[config.mk]
export PLATFORM = sky130hd
export DESIGN_NAME = wb_irq_ctrl
export DESIGN_NICKNAME = d
export VERILOG_FILES = /design/src/rtl/wb_irq_ctrl_pkg.sv /design/src/rtl/wb_irq_ctrl_irq_sync.sv /design/src/rtl/wb_irq_ctrl.sv
export SDC_FILE = /design/constraint.sdc
export NUM_CORES = 1
export LEC_CHECK = 0
export ABC_CLOCK_PERIOD_IN_PS = 1900
export CAP_MARGIN = 20
export CORE_ASPECT_RATIO = 1.75
export CORE_UTILIZATION = 40
export CTS_CLUSTER_SIZE = 30
export DETAILED_ROUTE_END_ITERATION = 8
export PLACE_DENSITY = 0.73
export REMOVE_ABC_BUFFERS = 1
export SLEW_MARGIN = 20
export SYNTH_ARGS = -nofsm -noshare
export SYNTH_HDL_FRONTEND = slang
export SYNTH_SLANG_ARGS = --single-unit
[constraint.sdc]
create_clock -name wb_clk_i -period 1.9 [get_ports wb_clk_i]
set_input_delay 0.285 -clock wb_clk_i [delete_from_list [all_inputs] [get_ports wb_clk_i]]
set_output_delay 0.285 -clock wb_clk_i [all_outputs]
set_load 0.01 [all_outputs]
[src/rtl/wb_irq_ctrl_pkg.sv]
// Shared register map, field layout and sizing constants for the Wishbone interrupt controller.
package wb_irq_ctrl_pkg;

    localparam int MAX_IRQ = 32;
    localparam int DATA_W  = 32;
    localparam int SEL_W   = DATA_W / 8;
    localparam int VEC_W   = 5;

    typedef enum logic [2:0] {
        REG_STATUS = 3'd0,
        REG_MASK   = 3'd1,
        REG_EDGE   = 3'd2,
        REG_PEND   = 3'd3,
        REG_VECTOR = 3'd4
    } reg_addr_e;

    typedef struct packed {
        logic                      valid;
        logic [DATA_W-VEC_W-2:0]   rsvd;
        logic [VEC_W-1:0]          idx;
    } vector_word_t;

    // Bits that correspond to implemented sources; everything above reads 0.
    function automatic logic [DATA_W-1:0] irq_valid_mask(input int n);
        return 32'hFFFF_FFFF >> (MAX_IRQ - n);
    endfunction

    function automatic logic [DATA_W-1:0] sel_to_mask(input logic [SEL_W-1:0] sel);
        logic [DATA_W-1:0] m;
        for (int b = 0; b < SEL_W; b++) begin
            m[b*8 +: 8] = {8{sel[b]}};
        end
        return m;
    endfunction

endpackage

[src/rtl/wb_irq_ctrl_irq_sync.sv]
// One interrupt line: multi-flop synchronizer followed by a history flop for rising-edge detection.
module irq_sync #(
    parameter int SYNC_STAGES = 2
) (
    input  logic clk,
    input  logic rst_n,
    input  logic irq_i,
    output logic level_o,
    output logic rise_o
);

    logic [SYNC_STAGES-1:0] sync_q, sync_d;
    logic                   hist_q, hist_d;

    always_comb begin
        sync_d = {sync_q[SYNC_STAGES-2:0], irq_i};
        hist_d = sync_q[SYNC_STAGES-1];
    end

    always_ff @(posedge clk or negedge rst_n) begin
        if (!rst_n) begin
            sync_q <= '0;
            hist_q <= 1'b0;
        end else begin
            sync_q <= sync_d;
            hist_q <= hist_d;
        end
    end

    // History resets low, so a line already high at reset release counts as a rising edge.
    assign level_o = sync_q[SYNC_STAGES-1];
    assign rise_o  = sync_q[SYNC_STAGES-1] & ~hist_q;

endmodule

[src/rtl/wb_irq_ctrl.sv]
// Wishbone classic interrupt controller: per-source edge/level capture, masking,
// lowest-index priority encoding and a small register file.
module wb_irq_ctrl
    import wb_irq_ctrl_pkg::*;
#(
    parameter int NUM_IRQ     = 32,
    parameter int SYNC_STAGES = 2
) (
    input  logic               wb_clk_i,
    input  logic               wb_rst_n_i,
    input  logic [NUM_IRQ-1:0] irq_i,
    input  logic [2:0]         wb_adr_i,
    input  logic [31:0]        wb_dat_i,
    input  logic [3:0]         wb_sel_i,
    input  logic               wb_we_i,
    input  logic               wb_cyc_i,
    input  logic               wb_stb_i,
    output logic [31:0]        wb_dat_o,
    output logic               wb_ack_o,
    output logic               cpu_irq_o,
    output logic [4:0]         irq_vec_o
);

    localparam logic [DATA_W-1:0] IRQ_MASK = irq_valid_mask(NUM_IRQ);

    logic [DATA_W-1:0] mask_q, mask_d;
    logic [DATA_W-1:0] edge_q, edge_d;
    logic [DATA_W-1:0] pend_q, pend_d;
    logic [DATA_W-1:0] dat_q, dat_d;
    logic              ack_q, ack_d;
    logic              cpu_irq_q, cpu_irq_d;
    logic [VEC_W-1:0]  vec_q, vec_d;

    logic [DATA_W-1:0] sync_lvl;
    logic [DATA_W-1:0] sync_rise;
    logic [DATA_W-1:0] byte_en;
    logic [DATA_W-1:0] wr_data;
    logic [DATA_W-1:0] w1c;
    logic [DATA_W-1:0] active;
    logic [DATA_W-1:0] rdata;
    logic              wr_stb;
    vector_word_t      vword;

    genvar gi;
    generate
        for (gi = 0; gi < MAX_IRQ; gi++) begin : g_src
            if (gi < NUM_IRQ) begin : g_used
                irq_sync #(
                    .SYNC_STAGES(SYNC_STAGES)
                ) u_irq_sync (
                    .clk     (wb_clk_i),
                    .rst_n   (wb_rst_n_i),
                    .irq_i   (irq_i[gi]),
                    .level_o (sync_lvl[gi]),
                    .rise_o  (sync_rise[gi])
                );
            end else begin : g_unused
                assign sync_lvl[gi]  = 1'b0;
                assign sync_rise[gi] = 1'b0;
            end
        end
    endgenerate

    // The access commits on the same edge that raises ack; the ~ack term makes it a one-cycle pulse.
    always_comb begin
        ack_d   = wb_cyc_i & wb_stb_i & ~ack_q;
        wr_stb  = ack_d & wb_we_i;
        byte_en = sel_to_mask(wb_sel_i);
        wr_data = wb_dat_i & byte_en;

        mask_d = mask_q;
        edge_d = edge_q;
        w1c    = '0;
        if (wr_stb) begin
            case (wb_adr_i)
                REG_MASK: mask_d = ((mask_q & ~byte_en) | wr_data) & IRQ_MASK;
                REG_EDGE: edge_d = ((edge_q & ~byte_en) | wr_data) & IRQ_MASK;
                REG_PEND: w1c    = wr_data;
                default:  ;
            endcase
        end

        // Edge bits: sticky, W1C, a same-cycle edge beats the clear. Level bits: mirror the input.
        pend_d = ((((pend_q & ~w1c) | sync_rise) & edge_q) | (sync_lvl & ~edge_q)) & IRQ_MASK;
    end

    always_comb begin
        active    = pend_q & mask_q;
        cpu_irq_d = |active;
        vec_d     = '0;
        for (int i = MAX_IRQ - 1; i >= 0; i--) begin
            if (active[i]) begin
                vec_d = VEC_W'(i);
            end
        end
    end

    always_comb begin
        vword.valid = cpu_irq_q;
        vword.rsvd  = '0;
        vword.idx   = vec_q;
        case (wb_adr_i)
            REG_STATUS: rdata = pend_q & mask_q;
            REG_MASK:   rdata = mask_q;
            REG_EDGE:   rdata = edge_q;
            REG_PEND:   rdata = pend_q;
            REG_VECTOR: rdata = vword;
            default:    rdata = '0;
        endcase
        dat_d = ack_d ? rdata : '0;
    end

    always_ff @(posedge wb_clk_i or negedge wb_rst_n_i) begin
        if (!wb_rst_n_i) begin
            mask_q    <= '0;
            edge_q    <= '0;
            pend_q    <= '0;
            dat_q     <= '0;
            ack_q     <= 1'b0;
            cpu_irq_q <= 1'b0;
            vec_q     <= '0;
        end else begin
            mask_q    <= mask_d;
            edge_q    <= edge_d;
            pend_q    <= pend_d;
            dat_q     <= dat_d;
            ack_q     <= ack_d;
            cpu_irq_q <= cpu_irq_d;
            vec_q     <= vec_d;
        end
    end

    assign wb_dat_o  = dat_q;
    assign wb_ack_o  = ack_q;
    assign cpu_irq_o = cpu_irq_q;
    assign irq_vec_o = vec_q;

endmodule
==> flow_metrics.env <==
export IMPL_area_delta_synth_final_pct=28.83
export IMPL_critical_path_startpoint="pend_q[13]$_DFF_PN0_"
export IMPL_reg2regPathDepth=5
export IMPL_r2r_start="pend_q[13]$_DFF_PN0_"
export IMPL_slew_headroom_pct=65.61
export IMPL_dpl_cell_count=1090
export IMPL_tightest_slew_ns=0.5159
export IMPL_synth_seq_area_share_pct=66.23
export IMPL_cp_start_kind="register"
export IMPL_hold_violations=0
export IMPL_setup_viol=0
export IMPL_drc_errors=0
export IMPL_wl_um=20390
export IMPL_finalClockSkew_ns=0.01249
export IMPL_syn_instance_count=661
export IMPL_netlist_area_leader_share_pct=66.23
export IMPL_syn_avg_cell_area_um2=13.20
export IMPL_max_cap_violations=0
export IMPL_initial_core_util_pct=40.77
export IMPL_vias=5967
export IMPL_worst_ep_arrival_time_ns=2.25
export IMPL_power_switching_mw=2.847
export IMPL_internal_power_mw=8.498
export IMPL_p_per_area_nw_per_um2=1009
export IMPL_cts_tree="built"
export IMPL_die_y_um=197.4
export IMPL_slew_violations=0
export IMPL_core_area_um2=21410
export IMPL_yosys_cell_types_count=42
export IMPL_row_count=71
export IMPL_clock_path_buffers=3
export IMPL_grt_max_degree=71
export IMPL_rr_endpoint="irq_vec_o[0]$_DFF_PN0_"
export IMPL_hpwlAfterDp_um=14350
export IMPL_synth_compound_area_share_pct=12.70
export IMPL_netSwitchingFraction_pct=25.09
export IMPL_root_buffer="clkbuf_16"
export IMPL_cts_resized=0
export IMPL_antenna_found_initial=0
export IMPL_clock_latency_ns=0.50
export IMPL_drive_gt1_share_pct=18.08
export IMPL_wl_per_cell_um=18.09
export IMPL_leakage_nw=4.828
export IMPL_cp_max_fo=5
export IMPL_outcome="finished, final reports clean"
export IMPL_final_common_cell="dfrtp_1"
export IMPL_grt_pass1_vias=6226
export IMPL_syn_cell_area_um2=8728
export IMPL_cts_num_sinks=231
export IMPL_crit_end="irq_vec_o[0]$_DFF_PN0_"
export IMPL_gp_congestion=0.7925
export IMPL_dp_worst_setup_slack_ns=-0.2483
export IMPL_synth_top_family_by_area="compound AO/OA/AOI/OAI gates"
export IMPL_finalCritPeriodShare_pct=97.97
export IMPL_die_area_um2=22440
export IMPL_yosys_area_share_simple_pct=10.88
export IMPL_critPathKind="register to register"
export IMPL_numCtsBuffers=21
export IMPL_hold_slack_ns=0.2075
export IMPL_required_ns=2.29
export IMPL_yosysTopAreaCell="dfrtp_1"
export IMPL_via_per_inst=5.295
export IMPL_setup_ws_ns=0.03850
export IMPL_holdBufCountCts=1
export IMPL_finish_utilization_pct=52.52
export IMPL_final_nets=898
export IMPL_final_cell_mix="dfrtp_1, clkdlybuf4s50_1, nand2_1"
export IMPL_clk_pin_slew_ns=0.07
export IMPL_period_needed_ns=1.862
export IMPL_worst_setup_path_end_kind="register"
export IMPL_io_buffers=114
export IMPL_synth_mux_area_share_pct=8.945
export IMPL_firstDrtPassIters=5
export IMPL_grt_overflow=0
export IMPL_htree_levels=1
export IMPL_ys_seq_elements=231
export IMPL_worstHoldPathType="primary input to async pin"
export IMPL_instances_no_fill=1127
export IMPL_rsz0062_at_grt="no"
export IMPL_antennaDiodeCount=0
export IMPL_vdd_drop_max_v=0.0005672
export IMPL_drtIter0Drc=347
export IMPL_max_freq_mhz=537.2
export IMPL_grt_total_usage_pct=18.72
export IMPL_seqPwrFrac_pct=50.4
export IMPL_p_comb_share_pct=12.5
export IMPL_r2r_slack_ns=0.04
export IMPL_die_x_um=113.7
export IMPL_p_clk_share_pct=37.1
export IMPL_synth_area_leaders="dfrtp_1, mux2_2, a32o_1, nand2_1, a211oi_1"
export IMPL_final_antenna_net_count=0
export IMPL_grt_pass1_wl_um=32690
export IMPL_postCtsSetupRepairBufs=0
export IMPL_synth_xor_area_share_pct=0
export IMPL_yosys_warnings=0
export IMPL_synth_fa_ha_area_share_pct=0
export IMPL_io_pins=115
## cells by family after synthesis
kind of cell           after synthesis
DFF                                231
muxes                               70
AOI/OAI and AO/OA                  144
buffers and inverters               22
and+or+nand+nor                    194
## synth_stat cells
cell type	count
o22ai_1	27
nor2_1	15
nand2_1	93
a21oi_1	17
or2_2	1
o21bai_1	1
a21boi_0	1
o211ai_1	3
nand2_4	1
nand4b_4	1
dfrtp_1	231
inv_1	1
a32o_1	36
a221oi_1	1
buf_2	9
a32oi_1	8
mux2_2	60
nand2b_1	1
o2111a_1	1
nand3_1	6
a211oi_1	26
o2111ai_1	1
o21ai_0	4
nand4_1	1
buf_4	4
and2_1	5
a31oi_1	1
a222oi_1	1
nor2b_1	26
nand2_2	8
nor3_1	27
a22oi_1	11
mux2i_1	6
nand2b_2	1
mux2_1	4
and3_1	5
clkbuf_1	7
inv_2	1
and4_1	1
a22o_1	4
nor3_4	2
a311oi_1	1
## power groups by stage
stage	logic, mW	registers, mW	clock network, mW
2_1_floorplan	0.667	5.71	0
3_3_place_gp	1.38	5.78	0
3_5_place_dp	1.42	5.80	0
4_1_cts	1.43	5.71	4.31
5_1_grt	1.55	5.77	4.47
6_report	1.42	5.72	4.21
## area by class of cell
cell class | instances | area, µm²
Fill cell | 1803 | 10160
Multi-Input combinational cell | 408 | 2839
Clock buffer | 28 | 571.8
Sequential cell | 231 | 5781
Inverter | 2 | 7.507
Tap cell | 292 | 365.4
Timing Repair Buffer | 158 | 1574
Clock inverter | 8 | 106.4
## through the flow
step	power (mW)	TNS, ns	area (µm²)
after floorplan	6.378	0	8627
after global placement	7.162	-9.400	10560
after detailed placement	7.222	-11.83	10560
after CTS	11.45	0	11240
after global routing	11.80	0	11240
final	11.34	0	11240
## per-layer routing
layer  global-route usage, %  wire length [µm]  vias to the layer above
li1                        -                 -                     2759
met1                   22.81              8080                     2998
met2                   33.38             10850                      168
met3                   2.731               965                       42
met4                   6.725               499                        0
met5                       0                 0                        -
## worst max-delay path, stage by stage, from the launching register on
cell and delay [ns]:
dfrtp_1 0.44, a222oi_1 0.49, o21ai_0 0.21, a311oi_1 0.39, buf_4 0.18, nor2_1 0.04
## worst min path at each step
stage / end / slack [ns] / depth (start not counted)
floorplan: async pin / -0.01 / 0
global placement: g_src[1].g_used.u_irq_sync.sync_q[1]$_DFF_PN0_ / 0.14 / 1
detailed placement: g_src[1].g_used.u_irq_sync.sync_q[1]$_DFF_PN0_ / 0.14 / 1
CTS: g_src[15].g_used.u_irq_sync.sync_q[0]$_DFF_PN0_ / 0.20 / 1
global route: g_src[1].g_used.u_irq_sync.sync_q[1]$_DFF_PN0_ / 0.21 / 2
finish: g_src[1].g_used.u_irq_sync.sync_q[1]$_DFF_PN0_ / 0.21 / 2
Power figures use the tool's default switching activity.
